==> config.mk <==
export PLATFORM = sky130hd
export DESIGN_NAME = controlador_multiciclo
export DESIGN_NICKNAME = d
export VERILOG_FILES = /design/src/rtl/controlador_pkg.sv /design/src/rtl/controlador_saidas.sv /design/src/rtl/controlador_multiciclo.sv
export SDC_FILE = /design/constraint.sdc
export NUM_CORES = 1
export LEC_CHECK = 0
export ABC_CLOCK_PERIOD_IN_PS = 2120
export CAP_MARGIN = 20
export CORE_MARGIN = 1
export CORE_UTILIZATION = 42
export DETAILED_ROUTE_END_ITERATION = 8
export GPL_ROUTABILITY_DRIVEN = 0
export PLACE_DENSITY = 0.77
export SKIP_LAST_GASP = 1
export SYNTH_ARGS = -nofsm -noshare
export SYNTH_HDL_FRONTEND = slang
export SYNTH_SLANG_ARGS = --single-unit
==> constraint.sdc <==
create_clock -name clk -period 2.12 [get_ports clk]
set_clock_uncertainty 0.15 [all_clocks]
set_input_delay 0.424 -clock clk [delete_from_list [all_inputs] [get_ports clk]]
set_output_delay 0.424 -clock clk [all_outputs]
set_load 0.05 [all_outputs]
==> src/rtl/controlador_pkg.sv <==
// Shared constants for the multicycle MIPS control unit: opcodes, mux/ALU codes
// and the 4-bit state encoding exposed on the debug port.
package controlador_pkg;

  localparam logic [5:0] OP_R    = 6'b000000;
  localparam logic [5:0] OP_LW   = 6'b100011;
  localparam logic [5:0] OP_SW   = 6'b101011;
  localparam logic [5:0] OP_BEQ  = 6'b000100;
  localparam logic [5:0] OP_ADDI = 6'b001000;
  localparam logic [5:0] OP_J    = 6'b000010;

  localparam logic [1:0] ALUOP_ADD   = 2'b00;
  localparam logic [1:0] ALUOP_SUB   = 2'b01;
  localparam logic [1:0] ALUOP_FUNCT = 2'b10;

  localparam logic [1:0] SRCB_REG    = 2'b00;
  localparam logic [1:0] SRCB_4      = 2'b01;
  localparam logic [1:0] SRCB_IMM    = 2'b10;
  localparam logic [1:0] SRCB_IMM_SH = 2'b11;

  localparam logic [1:0] PC_ALU    = 2'b00;
  localparam logic [1:0] PC_ALUOUT = 2'b01;
  localparam logic [1:0] PC_JUMP   = 2'b10;

  typedef enum logic [3:0] {
    S_RESET      = 4'd0,
    S_BUSCA      = 4'd1,
    S_DECODIFICA = 4'd2,
    S_ENDERECO   = 4'd3,
    S_MEM_LE     = 4'd4,
    S_WB_LW      = 4'd5,
    S_MEM_ESC    = 4'd6,
    S_EXEC_R     = 4'd7,
    S_WB_R       = 4'd8,
    S_BEQ        = 4'd9,
    S_JUMP       = 4'd10,
    S_WB_ADDI    = 4'd11,
    S_ILEGAL     = 4'd12
  } estado_t;

endpackage

==> src/rtl/controlador_saidas.sv <==
// Moore output decoder: maps the current state to datapath strobes and selects.
// Only BUSCA looks at mem_ready, to hold IR/PC writes until the fetch completes.
module controlador_saidas
  import controlador_pkg::*;
(
  input  estado_t     estado_i,
  input  logic        mem_ready_i,
  output logic        pcwrite_o,
  output logic        pcwritecond_o,
  output logic        iord_o,
  output logic        memread_o,
  output logic        memwrite_o,
  output logic        memtoreg_o,
  output logic        irwrite_o,
  output logic        regwrite_o,
  output logic        regdst_o,
  output logic        alusrca_o,
  output logic [1:0]  alusrcb_o,
  output logic [1:0]  pcsource_o,
  output logic [1:0]  aluop_o,
  output logic        ilegal_o
);

  always_comb begin
    pcwrite_o     = 1'b0;
    pcwritecond_o = 1'b0;
    iord_o        = 1'b0;
    memread_o     = 1'b0;
    memwrite_o    = 1'b0;
    memtoreg_o    = 1'b0;
    irwrite_o     = 1'b0;
    regwrite_o    = 1'b0;
    regdst_o      = 1'b0;
    alusrca_o     = 1'b0;
    alusrcb_o     = SRCB_REG;
    pcsource_o    = PC_ALU;
    aluop_o       = ALUOP_ADD;
    ilegal_o      = 1'b0;
    case (estado_i)
      S_BUSCA: begin
        memread_o = 1'b1;
        alusrcb_o = SRCB_4;
        irwrite_o = mem_ready_i;
        pcwrite_o = mem_ready_i;
      end
      S_DECODIFICA: alusrcb_o = SRCB_IMM_SH;
      S_ENDERECO: begin
        alusrca_o = 1'b1;
        alusrcb_o = SRCB_IMM;
      end
      S_MEM_LE: begin
        memread_o = 1'b1;
        iord_o    = 1'b1;
      end
      S_WB_LW: begin
        regwrite_o = 1'b1;
        memtoreg_o = 1'b1;
      end
      S_MEM_ESC: begin
        memwrite_o = 1'b1;
        iord_o     = 1'b1;
      end
      S_EXEC_R: begin
        alusrca_o = 1'b1;
        aluop_o   = ALUOP_FUNCT;
      end
      S_WB_R: begin
        regwrite_o = 1'b1;
        regdst_o   = 1'b1;
      end
      S_WB_ADDI: regwrite_o = 1'b1;
      S_BEQ: begin
        alusrca_o     = 1'b1;
        aluop_o       = ALUOP_SUB;
        pcwritecond_o = 1'b1;
        pcsource_o    = PC_ALUOUT;
      end
      S_JUMP: begin
        pcwrite_o  = 1'b1;
        pcsource_o = PC_JUMP;
      end
      S_ILEGAL: ilegal_o = 1'b1;
      default: ;
    endcase
  end

endmodule

==> src/rtl/controlador_multiciclo.sv <==
// Multicycle MIPS main control: state register, opcode capture and next-state logic.
// Outputs are decoded purely from the state, so reset clears them asynchronously.
module controlador_multiciclo
  import controlador_pkg::*;
#(
  parameter int OPCODE_W     = 6,
  parameter int ALUOP_W      = 2,
  parameter bit PERMITE_ADDI = 1'b1,
  parameter bit PERMITE_J    = 1'b1
) (
  input  logic                clk,
  input  logic                rst_n,
  input  logic [OPCODE_W-1:0] entrada,
  input  logic                mem_ready,
  output logic                pcwrite,
  output logic                pcwritecond,
  output logic                iord,
  output logic                memread,
  output logic                memwrite,
  output logic                memtoreg,
  output logic                irwrite,
  output logic                regwrite,
  output logic                regdst,
  output logic                alusrca,
  output logic [1:0]          alusrcb,
  output logic [1:0]          pcsource,
  output logic [ALUOP_W-1:0]  aluop,
  output logic                ilegal,
  output logic [3:0]          estado
);

  estado_t             estado_q, estado_d;
  logic [OPCODE_W-1:0] opcode_q, opcode_d;
  logic [1:0]          aluop_int;

  function automatic logic eh_op(input logic [OPCODE_W-1:0] op, input logic [5:0] ref_op);
    return op == OPCODE_W'(ref_op);
  endfunction

  always_comb begin
    estado_d = estado_q;
    opcode_d = opcode_q;
    case (estado_q)
      S_RESET: estado_d = S_BUSCA;
      S_BUSCA: if (mem_ready) estado_d = S_DECODIFICA;
      S_DECODIFICA: begin
        opcode_d = entrada;
        if (eh_op(entrada, OP_R))
          estado_d = S_EXEC_R;
        else if (eh_op(entrada, OP_LW) || eh_op(entrada, OP_SW) ||
                 (PERMITE_ADDI && eh_op(entrada, OP_ADDI)))
          estado_d = S_ENDERECO;
        else if (eh_op(entrada, OP_BEQ))
          estado_d = S_BEQ;
        else if (PERMITE_J && eh_op(entrada, OP_J))
          estado_d = S_JUMP;
        else
          estado_d = S_ILEGAL;
      end
      // Only lw, sw and an enabled addi can reach ENDERECO, so addi is the fall-through.
      S_ENDERECO: begin
        if (eh_op(opcode_q, OP_LW))      estado_d = S_MEM_LE;
        else if (eh_op(opcode_q, OP_SW)) estado_d = S_MEM_ESC;
        else                             estado_d = S_WB_ADDI;
      end
      S_MEM_LE:  if (mem_ready) estado_d = S_WB_LW;
      S_MEM_ESC: if (mem_ready) estado_d = S_BUSCA;
      S_EXEC_R:  estado_d = S_WB_R;
      S_WB_LW, S_WB_R, S_WB_ADDI, S_BEQ, S_JUMP, S_ILEGAL: estado_d = S_BUSCA;
      default:   estado_d = S_RESET;
    endcase
  end

  always_ff @(posedge clk or negedge rst_n) begin
    if (!rst_n) begin
      estado_q <= S_RESET;
      opcode_q <= '0;
    end else begin
      estado_q <= estado_d;
      opcode_q <= opcode_d;
    end
  end

  controlador_saidas u_saidas (
    .estado_i      (estado_q),
    .mem_ready_i   (mem_ready),
    .pcwrite_o     (pcwrite),
    .pcwritecond_o (pcwritecond),
    .iord_o        (iord),
    .memread_o     (memread),
    .memwrite_o    (memwrite),
    .memtoreg_o    (memtoreg),
    .irwrite_o     (irwrite),
    .regwrite_o    (regwrite),
    .regdst_o      (regdst),
    .alusrca_o     (alusrca),
    .alusrcb_o     (alusrcb),
    .pcsource_o    (pcsource),
    .aluop_o       (aluop_int),
    .ilegal_o      (ilegal)
  );

  assign aluop  = ALUOP_W'(aluop_int);
  assign estado = estado_q;

endmodule

==> summary.txt <==
Critical path
  – CP max stage cell: dfrtp_2
  – Critical path's largest stage delay: 0.44 ns
  – CP max FO: 6
  – CP cell instances: inv_1 > nand2_2 > nand2_1 > and2_2 > buf_12
  – Worst setup path category: reg2out
  – Critical path arrival: 1.53 ns
  – Worst EP required: 1.55 ns
  – Startpoint class of the critical path: register
  – Setup crit end kind: output pin

Placed design
  – Place WS: -0.0325 ns
  – Placed cell area: 0.00138 sq mm
  – Port Buffer Count: 29
  – HPWL Detailed: 1.90 mm

STA
  – Final setup violation count: 0
  – Setup ws final: 0.0140 ns
  – Post-layout min period: 2.11 ns
  – Max_slew headroom: 0.690
  – TNS Setup: 0 ns
  – Slew @ Worst Pin: 0.463 ns
  – Peak Freq: 475 MHz
  – Unrepaired setup endpoints after global routing: yes
  – Slew Viols, Final: 0
  – Final hold violation count: 0
  – Fin crit share: 0.993

Power
  – Leakage power total: 0.545 nW
  – Logic pwr share: 0.775
  – Sequential Power Share: 0.162
  – Sw frac: 0.507
  – Worst IR drop on VDD: 0.000849 V
  – Tot Pwr: 2.25 mW
  – Clock power share: 0.063
  – Int Power: 1.11 mW
  – PD cells: 1600 mW/mm^2
  – Sw Pwr: 1.14 mW

Synth
  – FFs w/ async S/R, synth: 1.00
  – Syn Std Cell Area: 777 sq um
  – Register area share after synthesis: 0.322
  – Commonest register cell after synthesis: dfrtp_1
  – Post-synth cell types: 36
  – EDFF count, synth: 0
  – Synth area leaders: dfrtp_1 32%, mux2_1 8.7%, a21oi_1 4.5%
  – Area leader, netlist: dfrtp_1
  – Cells after Synth: 92
  – Synth warn: 0
  – Synthesized flop and latch total: 10
  – Mapped Avg Cell Area: 8.45 sq um
  – Mapped Nets: 101
  – Synth top area share: 0.322

GRT
  – Grt ovf: 0
  – GR Util All Layers: 0.248
  – Largest net degree at the start of global routing: 17
  – Vias in the first global route: 815
  – Initial antenna violation count: 0
  – First-pass GRT wire length: 3.65 mm

Floorplan
  – IO Pins: 30
  – Initial core utilization: 0.450
  – Die H: 45.0 um
  – # rows: 15
  – DIE AREA: 0.00203 sq mm
  – CORE AREA: 0.00173 sq mm
  – Chip Width: 45.0 um

Layout
  – Final-stage net count: 136
  – N_diodes: 0
  – Register area: 255 sq um
  – Footprint of the multi-input gates: 582 sq um
  – Fillcell total: 120
  – Post-route cell area: 0.00141 sq mm
  – Fraction of layout cells with a size suffix above 1: 0.444
  – Commonest non-fill, non-tap cells in the layout: 17 x buf_12, 12 x buf_4, 8 x clkdlybuf4s50_1
  – Area growth, synth to finish: 81.3%
  – Finished Core Util: 0.816
  – Most common cell after layout, fill and taps aside: buf_12

Routing
  – Total number of vias: 848
  – Post-DRT Antenna Nets: 0
  – First-pass DRT Iterations: 4
  – 1st-iter DRT viols: 23
  – Via/cell ratio: 5.62
  – Residual DRC: 0
  – Drt total wl: 2.36 mm
  – Post-DR wirelength/cell: 15.6 um

Run
  – Number of max-cap violations: 0

Run status
  – Outcome: finished clean

Clocking
  – CTS Buffer Depth: 2
  – CTS tree: built
  – CTS Hold Bufs: 0
  – CTS sink count: 10
  – CTS buffer count: 3
  – CTS Root Cell: clkbuf_4
  – Skew-Pair Late Insertion Delay: 0.27 ns
  – # H-tree levels: 1
  – CTS clk-pin slew, worst paths: 0.08 ns

Hold path
  – HP Class: in2async
[per-stage QoR]
step,instances,hold slack (ns)
after floorplan,92,-0.0216
after global placement,147,0.311
after detailed placement,147,0.318
after CTS,151,0.333
after global routing,151,0.347
final,151,0.317
[synth_stat cells, types with 3 or more instances]
master    count
nor3_1        7
o21ai_0       3
nor2_1        9
a21oi_1       7
and2_1        3
nand2b_1      5
mux2_1        6
buf_2         3
dfrtp_1      10
nand2_1       8
[cells by family (layout without fill, tap and decap cells)]
logic type | Yosys count | count (layout) | share of synthesized area
mux | 6 | 6 | 0.0870
flops | 10 | 10 | 0.322
buf+inv | 8 | 42 | 0.0628
xor+xnor | 1 | 1 | 0.0113
compound gates | 24 | 24 | 0.208
simple gates | 43 | 43 | 0.309
[worst paths after layout]
path                       slack (ns)  cells past startpoint   startpoint     endpoint
max                              0.01                      5    estado[1]   alusrcb[0]
min                              0.32                      1        rst_n  opcode_q[3]
max reg2reg                      0.20                      6    estado[2]    estado[0]
min reg2reg                      0.33                      1  opcode_q[1]  opcode_q[1]
max in group asynchronous        1.15                      1        rst_n    estado[3]
min in group clk                 0.33                      1  opcode_q[1]  opcode_q[1]
[power groups by stage]
stage	clock (mW)	sequential (mW)	combinational, mW
after detailed placement	0	0.360	1.74
after global placement	0	0.354	1.70
after CTS	0.143	0.358	1.75
final	0.141	0.366	1.75
after global routing	0.149	0.375	1.82
after floorplan	0	0.437	1.00
[area by class of cell]
| class | count | share of cell area |
|---|---|---|
| Timing Repair Buffer | 37 | 0.362 |
| Multi-Input combinational cell | 74 | 0.413 |
| Clock buffer | 4 | 0.0187 |
| Sequential cell | 10 | 0.181 |
| Tap cell | 25 | 0.0222 |
| Inverter | 1 | 0.00266 |
[worst max-delay path: cells and delay by family (launching register included)]
family,cells,cell delay [ns]
and+or+nand+nor,3,0.56
DFF,1,0.44
buffers and inverters,2,0.27
[timing repair]
item | 4_1_cts | 5_1_grt
buffers inserted | 0 | 0
setup endpoints to repair | 1 | 4
resized for setup | 1 | 1
[registers in the layout (all words and copies together), names as in the netlist]
| register | count |
|---|---|
| opcode_q | 6 |
| estado | 4 |
[layer usage]
layer,global-route usage,share of wire
met1,0.280,0.37
met5,0,0
met2,0.481,0.57
met4,0.0727,0.012
met3,0.0280,0.044
Note: power is estimated with default switching activity, not from simulation.
